File: config.mk
export PLATFORM = sky130hd
export DESIGN_NAME = fp_round_pipe
export DESIGN_NICKNAME = d
export VERILOG_FILES = /design/src/rtl/fp_round_pipe.sv
export SDC_FILE = /design/constraint.sdc
export NUM_CORES = 1
export LEC_CHECK = 0
export ABC_AREA = 1
export CAP_MARGIN = 0
export CORE_MARGIN = 10
export CORE_UTILIZATION = 28
export CTS_CLUSTER_SIZE = 30
export DETAILED_ROUTE_END_ITERATION = 10
export GPL_ROUTABILITY_DRIVEN = 0
export HOLD_SLACK_MARGIN = 0.03
export PLACE_DENSITY_LB_ADDON = 0.3
export SLEW_MARGIN = 20
export SYNTH_ARGS = -nofsm -noshare
export SYNTH_HDL_FRONTEND = slang
export SYNTH_SLANG_ARGS = --single-unit
File: constraint.sdc
create_clock -name clk -period 8.6 [get_ports clk]
set_clock_uncertainty 0.15 [all_clocks]
set_input_delay 1.29 -clock clk [delete_from_list [all_inputs] [get_ports clk]]
set_output_delay 1.29 -clock clk [all_outputs]
set_load 0.05 [all_outputs]
File: src/rtl/fp_round_pipe.sv
// Two-stage floating-point rounding pipeline with valid/ready handshake.
// Stage 1 captures the operand and the round-up decision. Stage 2 applies the
// increment, renormalises, detects overflow and registers the result and flags.
// Ports:
//   clk, reset                      clock, synchronous active-high reset
//   in_valid/in_ready               operand handshake
//   in_sign/in_exp/in_frac/in_mode  operand (in_frac[2:0] = guard/round/sticky), rounding mode
//   out_valid/out_ready             result handshake
//   out_sign/out_exp/out_frac       rounded result
//   out_inexact/out_overflow        per-result exception flags
//   clear_flags                     clears the accrued flags
//   acc_inexact/acc_overflow        sticky accrued flags
module fp_round_pipe #(
    parameter int unsigned exp_width  = 8,
    parameter int unsigned frac_width = 23
) (
    input  logic                  clk,
    input  logic                  reset,
    input  logic                  in_valid,
    output logic                  in_ready,
    input  logic                  in_sign,
    input  logic [exp_width-1:0]  in_exp,
    input  logic [frac_width+2:0] in_frac,
    input  logic [2:0]            in_mode,
    output logic                  out_valid,
    input  logic                  out_ready,
    output logic                  out_sign,
    output logic [exp_width-1:0]  out_exp,
    output logic [frac_width-1:0] out_frac,
    output logic                  out_inexact,
    output logic                  out_overflow,
    input  logic                  clear_flags,
    output logic                  acc_inexact,
    output logic                  acc_overflow
);

    localparam int unsigned SUM_W = frac_width + 2;
    localparam int unsigned EXP_W1 = exp_width + 1;

    localparam logic [2:0] MODE_RNE = 3'd0;
    localparam logic [2:0] MODE_RTZ = 3'd1;
    localparam logic [2:0] MODE_RDN = 3'd2;
    localparam logic [2:0] MODE_RUP = 3'd3;
    localparam logic [2:0] MODE_RMM = 3'd4;

    localparam logic [exp_width-1:0]  EXP_ONES = {exp_width{1'b1}};
    localparam logic [exp_width-1:0]  EXP_MAXF = {{(exp_width-1){1'b1}}, 1'b0};
    localparam logic [frac_width-1:0] FRAC_ONES = {frac_width{1'b1}};

    // Stage 1 registers
    logic                  s1_valid;
    logic                  s1_sign;
    logic [exp_width-1:0]  s1_exp;
    logic [frac_width-1:0] s1_frac;
    logic                  s1_round_up;
    logic                  s1_inexact;
    logic                  s1_special;
    logic                  s1_inf_ok;

    logic                  s2_valid;

    // Handshake
    logic s2_en;
    logic in_fire;
    logic s1_move;
    logic out_fire;

    assign s2_en     = !s2_valid || out_ready;
    assign in_ready  = !s1_valid || !s2_valid || out_ready;
    assign in_fire   = in_valid && in_ready;
    assign s1_move   = s1_valid && s2_en;
    assign out_fire  = s2_valid && out_ready;
    assign out_valid = s2_valid;

    // Stage 1 decision: round-up bit, inexact, and overflow target (inf vs max finite)
    logic [2:0] mode_c;
    logic       guard_c, round_c, sticky_c, lsb_c, grs_any_c;
    logic       round_up_c, inf_ok_c, special_c;

    always_comb begin
        mode_c     = (in_mode > MODE_RMM) ? MODE_RNE : in_mode;
        guard_c    = in_frac[2];
        round_c    = in_frac[1];
        sticky_c   = in_frac[0];
        lsb_c      = in_frac[3];
        grs_any_c  = guard_c || round_c || sticky_c;
        special_c  = (in_exp == EXP_ONES);
        round_up_c = 1'b0;
        inf_ok_c   = 1'b0;
        case (mode_c)
            MODE_RNE: begin
                round_up_c = guard_c && (lsb_c || round_c || sticky_c);
                inf_ok_c   = 1'b1;
            end
            MODE_RTZ: begin
                round_up_c = 1'b0;
                inf_ok_c   = 1'b0;
            end
            MODE_RDN: begin
                round_up_c = in_sign && grs_any_c;
                inf_ok_c   = in_sign;
            end
            MODE_RUP: begin
                round_up_c = !in_sign && grs_any_c;
                inf_ok_c   = !in_sign;
            end
            default: begin
                round_up_c = guard_c;
                inf_ok_c   = 1'b1;
            end
        endcase
    end

    // Stage 2 arithmetic: increment the significand with hidden bit, renormalise on carry
    logic [SUM_W-1:0]      sum_c;
    logic                  carry_c;
    logic [EXP_W1-1:0]     exp_inc_c;
    logic [exp_width-1:0]  res_exp_c;
    logic [frac_width-1:0] res_frac_c;
    logic                  res_inexact_c;
    logic                  res_overflow_c;

    always_comb begin
        sum_c          = {1'b0, 1'b1, s1_frac} + SUM_W'(s1_round_up);
        carry_c        = sum_c[SUM_W-1];
        exp_inc_c      = {1'b0, s1_exp} + EXP_W1'(carry_c);
        res_exp_c      = exp_inc_c[exp_width-1:0];
        res_frac_c     = carry_c ? sum_c[frac_width:1] : sum_c[frac_width-1:0];
        res_inexact_c  = s1_inexact;
        res_overflow_c = 1'b0;
        if (s1_special) begin
            // inf/NaN pass through untouched
            res_exp_c     = s1_exp;
            res_frac_c    = s1_frac;
            res_inexact_c = 1'b0;
        end else if (exp_inc_c >= {1'b0, EXP_ONES}) begin
            res_overflow_c = 1'b1;
            res_inexact_c  = 1'b1;
            if (s1_inf_ok) begin
                res_exp_c  = EXP_ONES;
                res_frac_c = '0;
            end else begin
                res_exp_c  = EXP_MAXF;
                res_frac_c = FRAC_ONES;
            end
        end
    end

    // Control state and accrued flags
    always_ff @(posedge clk) begin
        if (reset) begin
            s1_valid     <= 1'b0;
            s2_valid     <= 1'b0;
            acc_inexact  <= 1'b0;
            acc_overflow <= 1'b0;
        end else begin
            if (in_fire) begin
                s1_valid <= 1'b1;
            end else if (s1_move) begin
                s1_valid <= 1'b0;
            end
            if (s2_en) begin
                s2_valid <= s1_valid;
            end
            // A clear coinciding with a transfer leaves exactly that transfer's flags
            if (clear_flags) begin
                acc_inexact  <= out_fire && out_inexact;
                acc_overflow <= out_fire && out_overflow;
            end else if (out_fire) begin
                acc_inexact  <= acc_inexact || out_inexact;
                acc_overflow <= acc_overflow || out_overflow;
            end
        end
    end

    // Datapath registers, intentionally unreset
    always_ff @(posedge clk) begin
        if (in_fire) begin
            s1_sign     <= in_sign;
            s1_exp      <= in_exp;
            s1_frac     <= in_frac[frac_width+2:3];
            s1_round_up <= round_up_c && !special_c;
            s1_inexact  <= grs_any_c && !special_c;
            s1_special  <= special_c;
            s1_inf_ok   <= inf_ok_c;
        end
        if (s1_move) begin
            out_sign     <= s1_sign;
            out_exp      <= res_exp_c;
            out_frac     <= res_frac_c;
            out_inexact  <= res_inexact_c;
            out_overflow <= res_overflow_c;
        end
    end

endmodule

==> flow_metrics.py <==
metrics = {
    "outcome": {
        "status": "finished clean",
    },
    "setup_path": {
        "crit_fanout": 26,
        "worstSetupStartpointType": "flip-flop",
        "critPathKind": "flip-flop to flip-flop",
        "critPathCaptureType": "flip-flop",
        "worst_ep_arrival_time_ns": 4.38,
        "cp.required_ns": 8.52,
    },
    "final_layout": {
        "final_common_cell": "nand2_1",
        "drive_gt1_share_pct": 4.69,
        "layout_common_cells": "nand2_1, clkdlybuf4s50_1, edfxtp_1, nor2_1, nand3_1",
        "n_fill_cell": 1402,
        "fin_nets": 577,
        "area_growth_pct": 34.0,
        "diodes": 0,
    },
    "synth": {
        "ys_ff_latch": 74,
        "ys_seq_area_share_pct": 55.9,
        "synth_top_area_cell": "edfxtp_1",
        "async_flop_share_pct": 0,
        "yosys-top-cells-area": "edfxtp_1, nand2_1, nand3_1",
        "netlist_area_um2": 3900,
        "ys_types": 31,
        "synth_ff_type": "edfxtp_1",
        "synth_top_area_share_pct": 53.9,
        "ys_warn_count": 0,
        "synth_cells": 451,
        "avgSynthCellArea_um2": 8.65,
        "syn-num-nets": 498,
        "synth_edf_count": 70,
    },
    "clocking": {
        "cts_hold_buffers": 0,
        "clock_insertion_delay_worst_skew_ns": 0.34,
        "cts_tree": "built",
        "post-cts-setup-buffers": 0,
        "cts.clk_slew.worst_paths_ns": 0.06,
        "cts-resized-gates": 0,
        "clock_path_buffers": 2,
        "htree_levels": 3,
        "clock_sinks": 74,
        "cts_made_buffers": 9,
        "cts-root-buf": "clkbuf_16",
    },
    "timing": {
        "fin_tns_setup_ns": 0,
        "hold_viol": 0,
        "max_freq_ghz": 0.224,
        "drv_slew": 0,
        "worst_pin_slew_ns": 1.09,
        "rsz0062_at_grt": "no",
        "period_share_pct": 51.9,
        "setup-violations-final": 0,
        "period_needed_ns": 4.46,
        "timing.max_slew.rel_slack_pct": 27.4,
    },
    "routing": {
        "wl_per_cell_um": 13.9,
        "drc": 0,
        "vias_per_cell": 4.50,
        "vias": 3205,
        "routed_wl_um": 9900,
        "initialDrtViolationCount": 172,
        "dr.pass1.iters": 4,
        "ant_nets": 0,
    },
    "min_path": {
        "hp-class": "flip-flop to flip-flop",
    },
    "die": {
        "die_y_um": 138,
        "die_width_um": 138,
        "io_pins": 81,
        "start_util_pct": 28.3,
        "die_area_um2": 19100,
        "core_area_um2": 13800,
        "row_count": 43,
    },
    "place": {
        "port_buffers": 80,
        "hpwlAfterDp_um": 7310,
    },
    "pwr": {
        "power_leakage_nw": 2.18,
        "powerDensity_nw_per_um2": 186,
        "finalPower_mw": 0.971,
        "vdd_drop_max_uv": 116,
    },
    "grt": {
        "grt_util_all_layers_pct": 10.4,
        "grt_max_degree": 37,
        "grt_pass1_wl_um": 16400,
        "antenna_found_initial": 0,
        "grt_pass1_vias": 3245,
        "overflow": 0,
    },
    "job": {
        "drv_cap": 0,
    },
}
-- worst paths after layout --
check / startpoint / end / slack, ns / cells past startpoint
max: s1_frac[0] / out_exp[0] / 4.14 / 17
min: s1_sign / out_sign / 0.27 / 0
max reg2reg: s1_frac[0] / out_exp[0] / 4.14 / 17
min reg2reg: s1_sign / out_sign / 0.27 / 0
-- Yosys cell counts, types with 3 or more instances --
master      n
ha_1        4
nand3b_1    3
xor2_1      6
buf_2       3
nor2_1     46
clkbuf_1    6
nand2_1   173
nand4_1    10
nand3_1    41
inv_1      34
dfxtp_1     4
edfxtp_1   70
xnor2_1     4
a21oi_1     9
o21ai_0    13
-- flip-flops by register name, indices dropped and copies added (netlist names) --
name	cells
out_frac	23
out_overflow	1
s1_inf_ok	1
out_exp	8
s1_special	1
acc_inexact	1
acc_overflow	1
out_sign	1
s1_sign	1
out_valid	1
s1_valid	1
s1_round_up	1
s1_frac	23
s1_exp	8
s1_inexact	1
out_inexact	1
-- critical path, stage by stage (launching register included) --
cell and delay [ns]:
edfxtp_1 0.35, ha_1 0.17, ha_1 0.17, nand2_1 0.10
nor2_2 0.24, nand3_1 0.22, nor2_1 0.19, nand3_1 0.20
inv_1 0.14, ha_1 0.20, ha_1 0.19, nand2_2 0.09
nor2_2 0.16, nand3_1 0.77, nand2_4 0.42, nand2_4 0.22
nand2_1 0.10, o21ai_0 0.10
-- final cells by class --
cell class / count / area, um2 / share of cell area, %
tap: 180 / 225 / 4.31
sequential: 74 / 2180 / 41.7
clock buffer: 11 / 233 / 4.45
timing repair buffer: 81 / 828 / 15.8
clock inverter: 3 / 90.1 / 1.72
multi-input combinational: 330 / 1540 / 29.5
inverter: 34 / 128 / 2.44
-- logic make-up after synthesis --
| logic type | Yosys count | share of synthesized area (%) |
|---|---|---|
| xor gates and xnor gates | 10 | 2.24 |
| and+or+nand+nor | 286 | 31.2 |
| buffers and inverters | 47 | 5.00 |
| adders and majority gates | 4 | 1.28 |
| AOI/OAI and AO/OA | 30 | 4.33 |
| DFF | 74 | 55.9 |
-- metal layers --
metal  GRT usage (%)  up-vias  routed length (um)
li1                -     1650                   -
met1            12.8     1442                4600
met2            16.2      106                4550
met3            3.36        7                 624
met4            4.83        0                 130
met5               0        -                   0
-- per-stage QoR --
| stage | utilization [%] | hold WS, ns | setup slack [ns] | instance area, um2 | cells |
|---|---|---|---|---|---|
| final | 38.0 | 0.266 | 4.14 | 5230 | 713 |
| after global routing | 38.0 | 0.294 | 3.74 | 5230 | 713 |
| after CTS | 37.8 | 0.268 | 4.13 | 5200 | 712 |
| after detailed placement | 35.4 | 0.255 | 4.16 | 4880 | 698 |
| after global placement | 35.4 | 0.254 | 4.24 | 4880 | 698 |
| after floorplan | - | 0.250 | 5.02 | 3900 | 451 |
-- report_power, final --
group          switching [mW]  internal, mW  total [mW]
sequential             0.0151         0.419       0.434
combinational          0.0739        0.0501       0.124
clock                   0.133         0.280       0.413
(Power assumes the default switching activity.)
